==> config.mk <==
export PLATFORM = sky130hd
export DESIGN_NAME = grade_display_sequencer
export DESIGN_NICKNAME = d
export VERILOG_FILES = /design/src/rtl/grade_display_sequencer_pkg.sv /design/src/rtl/grade_seg_decoder.sv /design/src/rtl/grade_display_sequencer.sv
export SDC_FILE = /design/constraint.sdc
export NUM_CORES = 1
export LEC_CHECK = 0
export ABC_AREA = 1
export CAP_MARGIN = 20
export CORE_ASPECT_RATIO = 0.5
export CORE_MARGIN = 2
export CORE_UTILIZATION = 50
export CTS_BUF_LIST = sky130_fd_sc_hd__clkbuf_8
export DETAILED_ROUTE_END_ITERATION = 8
export GPL_TIMING_DRIVEN = 0
export PLACE_DENSITY = 0.7
export SETUP_SLACK_MARGIN = 0.5
export SKIP_LAST_GASP = 1
export SLEW_MARGIN = 5
export SYNTH_ARGS = -nofsm -noshare
export SYNTH_HDL_FRONTEND = slang
export SYNTH_HIERARCHICAL = 1
export SYNTH_SLANG_ARGS = --single-unit
==> constraint.sdc <==
create_clock -name clk_2 -period 3.3 [get_ports clk_2]
set_input_delay 0.495 -clock clk_2 [delete_from_list [all_inputs] [get_ports clk_2]]
set_output_delay 0.495 -clock clk_2 [all_outputs]
set_load 0.1 [all_outputs]
==> src/rtl/grade_display_sequencer_pkg.sv <==
// Shared types and constants for the grade display sequencer: FSM states,
// grade classes, seven-segment patterns and classification thresholds.
package grade_display_sequencer_pkg;

    typedef enum logic [1:0] {
        IDLE       = 2'd0,
        SHOW_GRADE = 2'd1,
        SHOW_CLASS = 2'd2
    } state_t;

    typedef enum logic [1:0] {
        CLS_A = 2'd0,
        CLS_F = 2'd1,
        CLS_P = 2'd2
    } grade_class_t;

    // Segment patterns, bit0=a .. bit6=g, bit7=decimal point
    localparam logic [7:0] SEG_DIGIT [10] = '{
        8'h3F, 8'h06, 8'h5B, 8'h4F, 8'h66,
        8'h6D, 8'h7D, 8'h07, 8'h7F, 8'h6F
    };
    localparam logic [7:0] SEG_A    = 8'hF7;
    localparam logic [7:0] SEG_F    = 8'hF1;
    localparam logic [7:0] SEG_P    = 8'hF3;
    localparam logic [7:0] SEG_DASH = 8'h40;

    // Grades at or above CLASS_A_MIN are 'A', at or above CLASS_F_MIN are 'F'
    localparam logic [3:0] CLASS_F_MIN = 4'd4;
    localparam logic [3:0] CLASS_A_MIN = 4'd7;
    localparam logic [3:0] GRADE_MAX   = 4'd9;

    function automatic grade_class_t classify(input logic [3:0] grade);
        if (grade >= CLASS_A_MIN)
            return CLS_A;
        else if (grade >= CLASS_F_MIN)
            return CLS_F;
        else
            return CLS_P;
    endfunction

endpackage

==> src/rtl/grade_seg_decoder.sv <==
// Combinational grade-to-segment decoder: shows either the digit of the
// grade or its class letter with the decimal point lit.
module grade_seg_decoder
    import grade_display_sequencer_pkg::*;
(
    input  logic [3:0] grade,
    input  logic       show_class,
    output logic [7:0] seg
);

    // Class letter when requested, otherwise the digit; out-of-range shows '-'
    always_comb begin
        seg = SEG_DASH;
        if (show_class) begin
            case (classify(grade))
                CLS_A:   seg = SEG_A;
                CLS_F:   seg = SEG_F;
                default: seg = SEG_P;
            endcase
        end else if (grade <= GRADE_MAX) begin
            seg = SEG_DIGIT[grade];
        end
    end

endmodule

==> src/rtl/grade_display_sequencer.sv <==
// Grade display sequencer: queues student grades in a small FIFO and shows
// each one as a digit for DWELL cycles, then as its class letter for DWELL
// cycles, keeping saturating per-class counts.
module grade_display_sequencer
    import grade_display_sequencer_pkg::*;
#(
    parameter int DEPTH = 4,
    parameter int DWELL = 4
) (
    input  logic       clk_2,
    input  logic       rst_n,
    input  logic [3:0] grade_in,
    input  logic       push,
    output logic [7:0] seg,
    output logic       full,
    output logic       empty,
    output logic       err,
    output logic [3:0] cnt_a,
    output logic [3:0] cnt_f,
    output logic [3:0] cnt_p
);

    localparam int PTR_W   = $clog2(DEPTH);
    localparam int CNT_W   = $clog2(DEPTH + 1);
    localparam int DWELL_W = $clog2(DWELL + 1);

    // FIFO storage and status
    logic [3:0]       mem [DEPTH];
    logic [PTR_W-1:0] wr_ptr_reg;
    logic [PTR_W-1:0] rd_ptr_reg;
    logic [CNT_W-1:0] count_reg;
    logic [CNT_W-1:0] count_next;
    logic             full_reg;
    logic             empty_reg;
    logic             err_reg;
    logic             push_ok;
    logic             pop;

    // Display FSM
    state_t             state_reg;
    state_t             state_next;
    logic [3:0]         grade_q_reg;
    logic [3:0]         grade_q_next;
    logic [DWELL_W-1:0] dwell_reg;
    logic [DWELL_W-1:0] dwell_next;
    logic               enter_class;
    logic [7:0]         seg_reg;
    logic [7:0]         seg_next;
    logic [7:0]         dec_seg;

    // Classification counters
    logic [2:0]  class_hit;
    logic [11:0] cnt_bus;

    // Status flags are registered, so a push is judged on pre-edge occupancy
    assign push_ok    = push && !full_reg && (grade_in <= GRADE_MAX);
    assign count_next = count_reg + CNT_W'(push_ok) - CNT_W'(pop);

    // Storage write; no reset needed since pointers define what is valid
    always_ff @(posedge clk_2) begin
        if (push_ok)
            mem[wr_ptr_reg] <= grade_in;
    end

    // FIFO pointers, occupancy, status flags and reject pulse
    always_ff @(posedge clk_2 or negedge rst_n) begin
        if (!rst_n) begin
            wr_ptr_reg <= '0;
            rd_ptr_reg <= '0;
            count_reg  <= '0;
            full_reg   <= 1'b0;
            empty_reg  <= 1'b1;
            err_reg    <= 1'b0;
        end else begin
            if (push_ok)
                wr_ptr_reg <= wr_ptr_reg + PTR_W'(1);
            if (pop)
                rd_ptr_reg <= rd_ptr_reg + PTR_W'(1);
            count_reg <= count_next;
            full_reg  <= (count_next == CNT_W'(DEPTH));
            empty_reg <= (count_next == '0);
            err_reg   <= push && !push_ok;
        end
    end

    // Next-state logic: pops land directly in grade_q, phases reload the dwell
    always_comb begin
        state_next   = state_reg;
        grade_q_next = grade_q_reg;
        dwell_next   = dwell_reg;
        pop          = 1'b0;
        enter_class  = 1'b0;
        case (state_reg)
            IDLE: begin
                if (!empty_reg) begin
                    pop          = 1'b1;
                    grade_q_next = mem[rd_ptr_reg];
                    dwell_next   = DWELL_W'(DWELL);
                    state_next   = SHOW_GRADE;
                end
            end
            SHOW_GRADE: begin
                if (dwell_reg == DWELL_W'(1)) begin
                    enter_class = 1'b1;
                    dwell_next  = DWELL_W'(DWELL);
                    state_next  = SHOW_CLASS;
                end else begin
                    dwell_next = dwell_reg - DWELL_W'(1);
                end
            end
            SHOW_CLASS: begin
                if (dwell_reg == DWELL_W'(1)) begin
                    dwell_next = DWELL_W'(DWELL);
                    if (!empty_reg) begin
                        // Chain straight into the next grade with no '-' gap
                        pop          = 1'b1;
                        grade_q_next = mem[rd_ptr_reg];
                        state_next   = SHOW_GRADE;
                    end else begin
                        state_next = IDLE;
                    end
                end else begin
                    dwell_next = dwell_reg - DWELL_W'(1);
                end
            end
            default: state_next = IDLE;
        endcase
    end

    // Decode from next-state values so the pattern is visible right after the edge
    grade_seg_decoder u_decoder (
        .grade      (grade_q_next),
        .show_class (state_next == SHOW_CLASS),
        .seg        (dec_seg)
    );

    // Idle shows a dash, otherwise whatever the decoder produced
    always_comb begin
        seg_next = dec_seg;
        if (state_next == IDLE)
            seg_next = SEG_DASH;
    end

    // FSM and display registers
    always_ff @(posedge clk_2 or negedge rst_n) begin
        if (!rst_n) begin
            state_reg   <= IDLE;
            grade_q_reg <= '0;
            dwell_reg   <= DWELL_W'(DWELL);
            seg_reg     <= SEG_DASH;
        end else begin
            state_reg   <= state_next;
            grade_q_reg <= grade_q_next;
            dwell_reg   <= dwell_next;
            seg_reg     <= seg_next;
        end
    end

    // One-hot class strobe on the edge that enters SHOW_CLASS
    always_comb begin
        class_hit = 3'b000;
        if (enter_class) begin
            case (classify(grade_q_reg))
                CLS_A:   class_hit[0] = 1'b1;
                CLS_F:   class_hit[1] = 1'b1;
                default: class_hit[2] = 1'b1;
            endcase
        end
    end

    // Saturating counters: index 0=A, 1=F, 2=P
    generate
        for (genvar gi = 0; gi < 3; gi++) begin : g_cnt
            logic [3:0] cnt_reg;

            // Count up on the class strobe, holding at 15
            always_ff @(posedge clk_2 or negedge rst_n) begin
                if (!rst_n)
                    cnt_reg <= 4'd0;
                else if (class_hit[gi] && (cnt_reg != 4'hF))
                    cnt_reg <= cnt_reg + 4'd1;
            end

            assign cnt_bus[gi*4 +: 4] = cnt_reg;
        end
    endgenerate

    assign seg   = seg_reg;
    assign full  = full_reg;
    assign empty = empty_reg;
    assign err   = err_reg;
    assign cnt_a = cnt_bus[3:0];
    assign cnt_f = cnt_bus[7:4];
    assign cnt_p = cnt_bus[11:8];

endmodule

# Word level (Yosys, flattened, before mapping)
# Memories as Yosys holds them, arrays and structs flattened.
# Cells that the tools add are included.
totals:
  ff_bits: 39
  ramBits: 16
  rom_bits: 128
  inputBits: 7
  output_inout_bits: 23
  elab_cells: 93
  n_memories: 2
classes:
  add_sub_neg: 8
  n_lt_le_gt_ge: 7
  n_eq_ne: 11
  muxes: 34
  bitwise: 1
  n_reduce_logical: 17
memory_table:
  columns: ["name", "depth", "width", "rd", "rd_ports_with_merged_regs", "wr", "line_no", "text"]
  rows:
  - ["(no name shown)", 16, 8, 1, 0, 0, "grade_seg_decoder.sv:21", "seg = SEG_DIGIT[grade];"]
  - ["mem", 4, 4, 1, 0, 1, "grade_display_sequencer.sv:28", "logic [3:0] mem [DEPTH];"]
ops:
  columns: ["operator", "n"]
  rows:
  - ["8-bit 2-to-1 mux", 5]
  - ["2-bit 2-to-1 mux", 9]
  - ["4-bit by 3-bit greater-or-equal comparator with 1-bit output, second input constant", 4]
  - ["4-bit by 1-bit adder with 4-bit output, second input constant", 3]
  - ["4-bit inequality test, second input constant", 3]
  - ["3-bit case mux with 2 select lines", 2]
  - ["1-bit 2-to-1 mux", 10]
  - ["3-bit 2-to-1 mux", 3]
  - ["4-bit less-or-equal comparator, second input constant", 2]
  - ["2-bit zero test", 4]
  - ["4-bit 2-to-1 mux", 2]
  - ["4-bit case mux with 2 select lines", 1]
  - ["2-bit by 1-bit == test with 1-bit output, second input constant", 3]
  - ["1-bit logical AND", 6]
  - ["2-bit case mux with 3 select lines", 1]
  - ["5-bit greater-or-equal comparator, second input constant", 1]
  - ["4-bit NOT with 5-bit output", 1]
  - ["2-bit by 1-bit adder with 2-bit output, second input constant", 2]
  - ["2-bit == test, second input constant", 2]
  - ["2-bit OR reduction", 2]
  - ["3-bit by 1-bit adder with 3-bit output", 1]
  - ["3-bit by 1-bit == test with 1-bit output, second input constant", 1]
  - ["3-bit == test, second input constant", 1]
  - ["3-bit zero test", 1]
  - ["other kinds (7)", 8]

# Longest topological paths before layout
# Gate-level depths: netlist of the first run.
# An unclocked memory read counts as a cell.
depth:
  ltp_word: 12
  ltp_mapped: 16
  mapped_depth_nobuf: 16

# Cells and area by module
# The synthesis of the first run kept the hierarchy.
by_module_without_submodules:
  columns: ["module", "instances", "cells_each", "area_each_um2", "seq_area_each_um2"]
  rows:
  - ["grade_display_sequencer", 1, 256, 2593.7, 1460.2]
  - ["grade_seg_decoder", 1, 52, 290.3, 0.0]

# Worst setup path before layout of the first run
# Ideal clock, no wire load.
synth_path:
  path_type: "register to register"
  start: "register full_reg, in the netlist full"
  end: "register full_reg, in the netlist full"
  setup_time_ns: 0.073
  arrival_ns: 2.613
  required_ns: 3.227
  setup_slack_ns: 0.614
  path_stages_with_launch: 11
  path_buffers: 0
  synth_period_minus_slack_ns: 2.686
  cell_sequence: "dfrtp_1 inv_1 nand2_1 ha_1 inv_1 ha_1 inv_1 fa_1 inv_1 or2_2 nor2b_1"
synth_via:
  elab_chain_cells: 6
synth_rtl:
  columns: ["item", "line_no", "text"]
  rows:
  - ["from (decl)", "grade_display_sequencer.sv:33", "logic full_reg;"]
  - ["from (signal assigned)", "grade_display_sequencer.sv:80", "full_reg <= (count_next == CNT_W'(DEPTH));"]
  - ["1-bit zero test", "grade_display_sequencer.sv:56", "assign push_ok = push && !full_reg && (grade_in <= GRADE_MAX);"]
  - ["1-bit logical AND (2 in a row)", "grade_display_sequencer.sv:56", null]
  - ["3-bit by 1-bit adder with 3-bit output", "grade_display_sequencer.sv:57", "assign count_next = count_reg + CNT_W'(push_ok) - CNT_W'(pop);"]
  - ["3-bit by 1-bit subtractor with 3-bit output", "grade_display_sequencer.sv:57", null]
  - ["named net count_next[1]", "grade_display_sequencer.sv:32", "logic [CNT_W-1:0] count_next;"]
  - ["3-bit == test", "grade_display_sequencer.sv:80", null]
# The timed path passes the listed nets, and every way through them passes these cells.
# A chain may end at the register's enable or synchronous reset.

# Worst setup path after layout of the first run
layout_path:
  start: "register state_reg[0]"
  end: "register empty_reg, in the netlist empty"
layout_via:
  elab_chain_cells: 4
  word_cells_on_any_way: 5
  classes_between: "1 x add/sub; 1 x eq/ne; 1 x mux; 2 x reduce/logical"
layout_rtl:
  columns: ["item", "line_no", "text"]
  rows:
  - ["from (decl)", "grade_display_sequencer.sv:40", "state_t state_reg;"]
  - ["from (signal assigned)", "grade_display_sequencer.sv:152", "state_reg <= state_next;"]
  - ["2-bit == test / 2-bit zero test (equally long branches)", "grade_display_sequencer.sv:93", "case (state_reg)"]
  - ["1-bit case mux with 2 select lines (*)", "grade_display_sequencer.sv:93", null]
  - ["named net pop", "grade_display_sequencer.sv:37", "logic pop;"]
  - ["3-bit by 1-bit subtractor with 3-bit output (*)", "grade_display_sequencer.sv:57", null]
  - ["named net count_next[1]", "grade_display_sequencer.sv:32", null]
  - ["3-bit zero test (*)", "grade_display_sequencer.sv:81", "empty_reg <= (count_next == '0);"]
  - ["to (signal assigned)", "grade_display_sequencer.sv:81", null]
  - ["to (decl)", "grade_display_sequencer.sv:34", "logic empty_reg;"]
# Mark *: on every way through the listed nets, which the timed path passes. The rest lies on a longest branch.

==> flow_metrics.tcl, run 1 <==
set metrics [dict create \
    status "finished clean" \
    path_common_cell "inv_1" \
    core_mm2 0.00552 \
    cts.path.max_buffers 2 \
    die_w_um 111 \
    syn_nets 338 \
    dieArea_mm2 0.00643 \
    synth_ff_type "dfrtp_1" \
    critical_path_peak_fanout 4 \
    layout.nets 378 \
    dp_cells 410 \
    worstSetupEndpointType "flop" \
    chipHeight_um 57.7 \
    period_share_pct 80.2 \
    utilization_pct 63.3 \
    yosysUniqueCellTypes 31 \
    antenna_found_initial 0 \
    avgRoutedWirePerCell_um 12.5 \
    syn_area_mm2 0.00288 \
    async_reset_ff_share_pct 70.9 \
    grt-busiest-layer "met2" \
    grt_use_total_pct 17.7 \
    post_layout_nonfiller_instances 422 \
    seq_area_frac_synth_pct 50.6 \
    r2r_slack_ns 0.65 \
    gr-usage-met1_pct 22.4 \
    drt-pass1-iter-count 4 \
    clock_latency_ns 0.31 \
    slew_violations 0 \
    rsz0062_at_grt "true" \
    cts_made_buffers 5 \
    grt_max_degree 40 \
    drtIter0Drc 80 \
    synth-seq-cells 55 \
    synth_edf_count 16 \
    rows 19 \
    numPortBuffers 29 \
    worstPathCellList "inv_1 -> ha_2 -> nor2_2 -> nor2_2 -> nand2_2 -> inv_1 -> ha_1 -> inv_1 -> ha_1 -> inv_1 -> fa_1 -> inv_1 -> or2_2 -> nor2_1" \
    cts_tree "built" \
    hpwlAfterDp_um 3870 \
    fmax_mhz 378 \
    cap_viol_max_count 0 \
    yosys_warnings 6 \
    area_growth_pct 21.1 \
    drive_gt1_share_pct 14.6 \
    final_cell_area_mm2 0.00349 \
    start_kind "flop" \
    period_needed_ns 2.65 \
    slowest_delay_ns 0.48 \
    initial_core_util_pct 52.3 \
    tightest_slew_ns 0.977 \
    cp_slowest_cell "fa_1" \
    avgSynthCellArea_um2 9.36 \
    crit_type "reg -> reg" \
    io_pins 30 \
    finalSetupTns_ns 0 \
    use_met2_pct 30.8 \
    via_count 2081 \
    drtAntennaViolNets 0 \
    overflow 0 \
    met3_usage_pct 4.08 \
    largest_reg_flops 16 \
    postSynthCellCount 308 \
    htreeDepth 2 \
    grt_pass1_vias 1990 \
    drt_wl_total_um 5290 \
    cts_hold_buf 0 \
    drc_errors 0 \
    hp-class "in -> async" \
    root_buffer "clkbuf_8" \
    hold_viol 0 \
    worstPathRequired_ns 3.55 \
    finalSetupViolations 0 \
    max-slew-margin-rel_pct 34.6 \
    gp_congestion 0.829 \
    via_per_inst 4.93 \
    cts_sinks 55 \
    path_clk_slew_ns 0.09 \
    place_area_mm2 0.00326 \
    worst_clock_skew_ns 0.00691 \
    num_antenna_cells 0 \
    grt_pass1_wl_um 9040 \
    critPathArrivalTime_ns 2.90 \
]
path summary, 6_finish.rpt:
kind / cells after the start / from / to
hold / removal: 1 / rst_n / err
max in group asynchronous: 1 / rst_n / dwell_reg[0]
hold reg to reg: 1 / count_reg[0] / count_reg[0]
min in group clk_2: 1 / grade_in[1] / mem[0][1]
setup / recovery: 14 / state_reg[0] / empty
setup reg to reg: 14 / state_reg[0] / empty
cell usage in the layout (no fill, tap or decap), drive strengths merged:
cell	Yosys	layout
a21oi	15	15
buf	3	8
bufinv	0	2
clkbuf	0	5
clkdlybuf4s50	0	25
clkinv	1	1
clkinvlp	0	1
dfrtp	36	36
dfstp	3	3
dlymetal6s2s	0	3
edfxtp	16	16
fa	1	1
ha	22	22
inv	49	49
nand2	74	74
nand3	21	21
nand3b	1	1
nand4	1	1
nor2	24	24
nor2b	1	1
nor3	2	2
o211ai	1	1
o21a	1	1
o21ai	17	17
o22ai	1	1
o32ai	1	1
or2	3	3
xnor2	8	8
xor2	6	6
cell usage after synthesis, types with 6 or more instances:
| cell | instances | area [um^2] |
|---|---|---|
| nor2_1 | 23 | 86.3 |
| nand2_1 | 66 | 248 |
| ha_1 | 22 | 275 |
| a21oi_1 | 15 | 75.1 |
| nand3_1 | 21 | 105 |
| xnor2_1 | 8 | 70.1 |
| edfxtp_1 | 16 | 480 |
| xor2_1 | 6 | 52.6 |
| o21ai_0 | 13 | 65.1 |
| dfrtp_1 | 36 | 901 |
| inv_1 | 45 | 169 |
| nand2_2 | 6 | 37.5 |
kinds of logic after synthesis:
group / share of synthesized area (%)
and+or+nand+nor: 20.7
adders and majority gates: 10.2
DFF: 50.6
AOI/OAI and AO/OA: 6.77
xor gates and xnor gates: 4.25
buffers and inverters: 7.42
layer usage:
layer  routed length, um  vias up  share of wire (%)
li1                    -     1050                  -
met1                2470      976                 47
met2                2510       48                 48
met3                 254        7                4.8
met4                  55        0                1.0
met5                   0        -                  0
worst max-delay path, delay by kind of cell, from the launching register on:
kind | cells | cell delay, ns
fa+ha+maj | 4 | 1.10
simple gates | 5 | 0.74
flops | 1 | 0.42
buf+inv | 5 | 0.33
repair_timing:
action,CTS,global route
setup endpoints to repair,8,9
resized for setup,4,17
pin swaps,1,2
setup buffers,1,3
area by class of cell:
type / instances / area [um^2]
tap: 73 / 91.3
timing repair buffer: 33 / 323
inverter: 50 / 188
sequential: 55 / 1460
fill: 466 / 2020
multi-input combinational: 200 / 1270
clock buffer: 5 / 68.8
buffer: 3 / 26.3
clock inverter: 3 / 67.6
per-stage QoR:
stage,worst slack [ns],hold slack [ns]
2_1_floorplan,0.614,0.199
3_3_place_gp,0.193,0.482
3_5_place_dp,0.106,0.511
4_1_cts,0.504,0.321
5_1_grt,0.467,0.369
6_report,0.652,0.290
Power of run 1 is left out: the tool's default activity adds up to more than one toggle a clock period on the data nets, which glitch-free logic cannot reach.
==> run 2: changes to the inputs <==
Clock period 3.3 ns to 2.6 ns, I/O delays scaled along.
==> flow_metrics.tcl, run 2 (synthesized netlist as in run 1, its figures left out) <==
set metrics [dict create \
    r2r-end "seg[2]" \
    drtIter0Drc 157 \
    worstPathRequired_ns 2.84 \
    cts_sinks 55 \
    via_per_inst 4.94 \
    worstSetupEndpointType "flop" \
    hold_viol 0 \
    post_layout_nonfiller_instances 439 \
    worstPathCellList "inv_2 -> ha_4 -> nor2_4 -> buf_4 -> a21oi_4 -> nand3_2 -> o21ai_4 -> buf_4 -> ha_2 -> a21oi_1 -> or2_4 -> nand2_1 -> inv_1 -> a21oi_2" \
    die_w_um 111 \
    slew_violations 0 \
    rsz0062_at_grt "true" \
    via_count 2168 \
    grt_max_degree 32 \
    final_common_cell "nand2_1" \
    max-slew-margin-rel_pct 35.8 \
    drtAntennaViolNets 0 \
    hpwlAfterDp_um 3940 \
    drt-pass1-iter-count 4 \
    numPortBuffers 29 \
    root_buffer "clkbuf_8" \
    critical_path_peak_fanout 5 \
    start_kind "flop" \
    antenna_found_initial 0 \
    crit_type "reg -> reg" \
    core_mm2 0.00552 \
    period_share_pct 92.6 \
    hp-class "in -> async" \
    clock_latency_ns 0.31 \
    finalSetupViolations 0 \
    fmax_mhz 415 \
    gp_congestion 0.750 \
    dieArea_mm2 0.00643 \
    cap_viol_max_count 0 \
    grt_pass1_vias 2071 \
    period_needed_ns 2.41 \
    avgRoutedWirePerCell_um 13.6 \
    tightest_slew_ns 0.967 \
    cts_tree "built" \
    r2r_slack_ns 0.19 \
    dp_cells 411 \
    grt_use_total_pct 19.0 \
    drc_errors 0 \
    initial_core_util_pct 52.3 \
    cts.path.max_buffers 2 \
    final_cell_mix "62 x nand2_1, 36 x inv_1, 35 x dfrtp_1" \
    layout.nets 395 \
    drt_wl_total_um 5960 \
    rows 19 \
    area_growth_pct 29.1 \
    htreeDepth 2 \
    status "finished clean" \
    num_antenna_cells 0 \
    critPathArrivalTime_ns 2.65 \
    overflow 0 \
    io_pins 30 \
    r2r_start "state_reg[1]" \
    r2r_cells 14 \
    cp_slowest_cell "dfrtp_1" \
    grt_pass1_wl_um 9510 \
    drive_gt1_share_pct 27.0 \
    cts_made_buffers 5 \
    n_fill_cell 432 \
    largest_reg_flops 16 \
    slowest_delay_ns 0.45 \
    worst_clock_skew_ns 0.00514 \
    chipHeight_um 57.7 \
    path_common_cell "buf_4" \
    path_clk_slew_ns 0.10 \
]
run 2: per-layer routing:
metal	track usage (%)	part of all wire [%]
met5	0	0
met2	32.8	48
met1	24.4	46
met4	5.82	1.4
met3	4.60	4.0
run 2: worst max path at each step:
stage,start,end,slack (ns),cells past startpoint
floorplan,empty,full,0.27,11
global placement,grade_in[1],full,-0.34,12
detailed placement,grade_in[1],full,-0.41,12
CTS,state_reg[1],full,0.23,14
global route,state_reg[1],seg[4],0.09,15
finish,state_reg[1],seg[2],0.19,14
run 2: timing repair:
item                                    in CTS  in global routing
pin swaps                                   10                 18
hold buffers                                 1                  0
resized for setup                           35                 27
setup buffers                               12                  7
endpoints found under the setup margin      34                 13
hold endpoints to repair                     7                  0
run 2: area by class of cell:
cell class,count,area (um^2),share of cell area (%)
timing repair buffer,50,432,11.6
multi-input combinational,200,1430,38.4
tap,73,91.3,2.45
clock buffer,5,68.8,1.85
buffer,3,26.3,0.706
sequential,55,1470,39.4
clock inverter,3,16.3,0.437
inverter,50,193,5.18
run 2: stage by stage:
stage	worst slack [ns]	TNS (ns)	area (um^2)	utilization [%]	hold slack [ns]
final	0.192	0	3720	67.5	0.460
after global placement	-0.343	-0.991	3360	61.0	0.505
after global routing	0.0881	0	3720	67.5	0.476
after CTS	0.235	0	3580	64.9	0.462
after floorplan	0.275	0	2980	-	0.0944
after detailed placement	-0.406	-1.12	3380	61.3	0.270
run 2: worst max-delay path, delay by kind of cell (launching register included):
kind                     cells  cell delay [ns]
AO/OA/AOI/OAI                4             0.63
AND/OR/NAND/NOR              4             0.48
adder cells (fa/ha/maj)      2             0.33
flip-flops                   1             0.45
buffers and inverters        4             0.45
Power of run 2 is left out for the same reason.
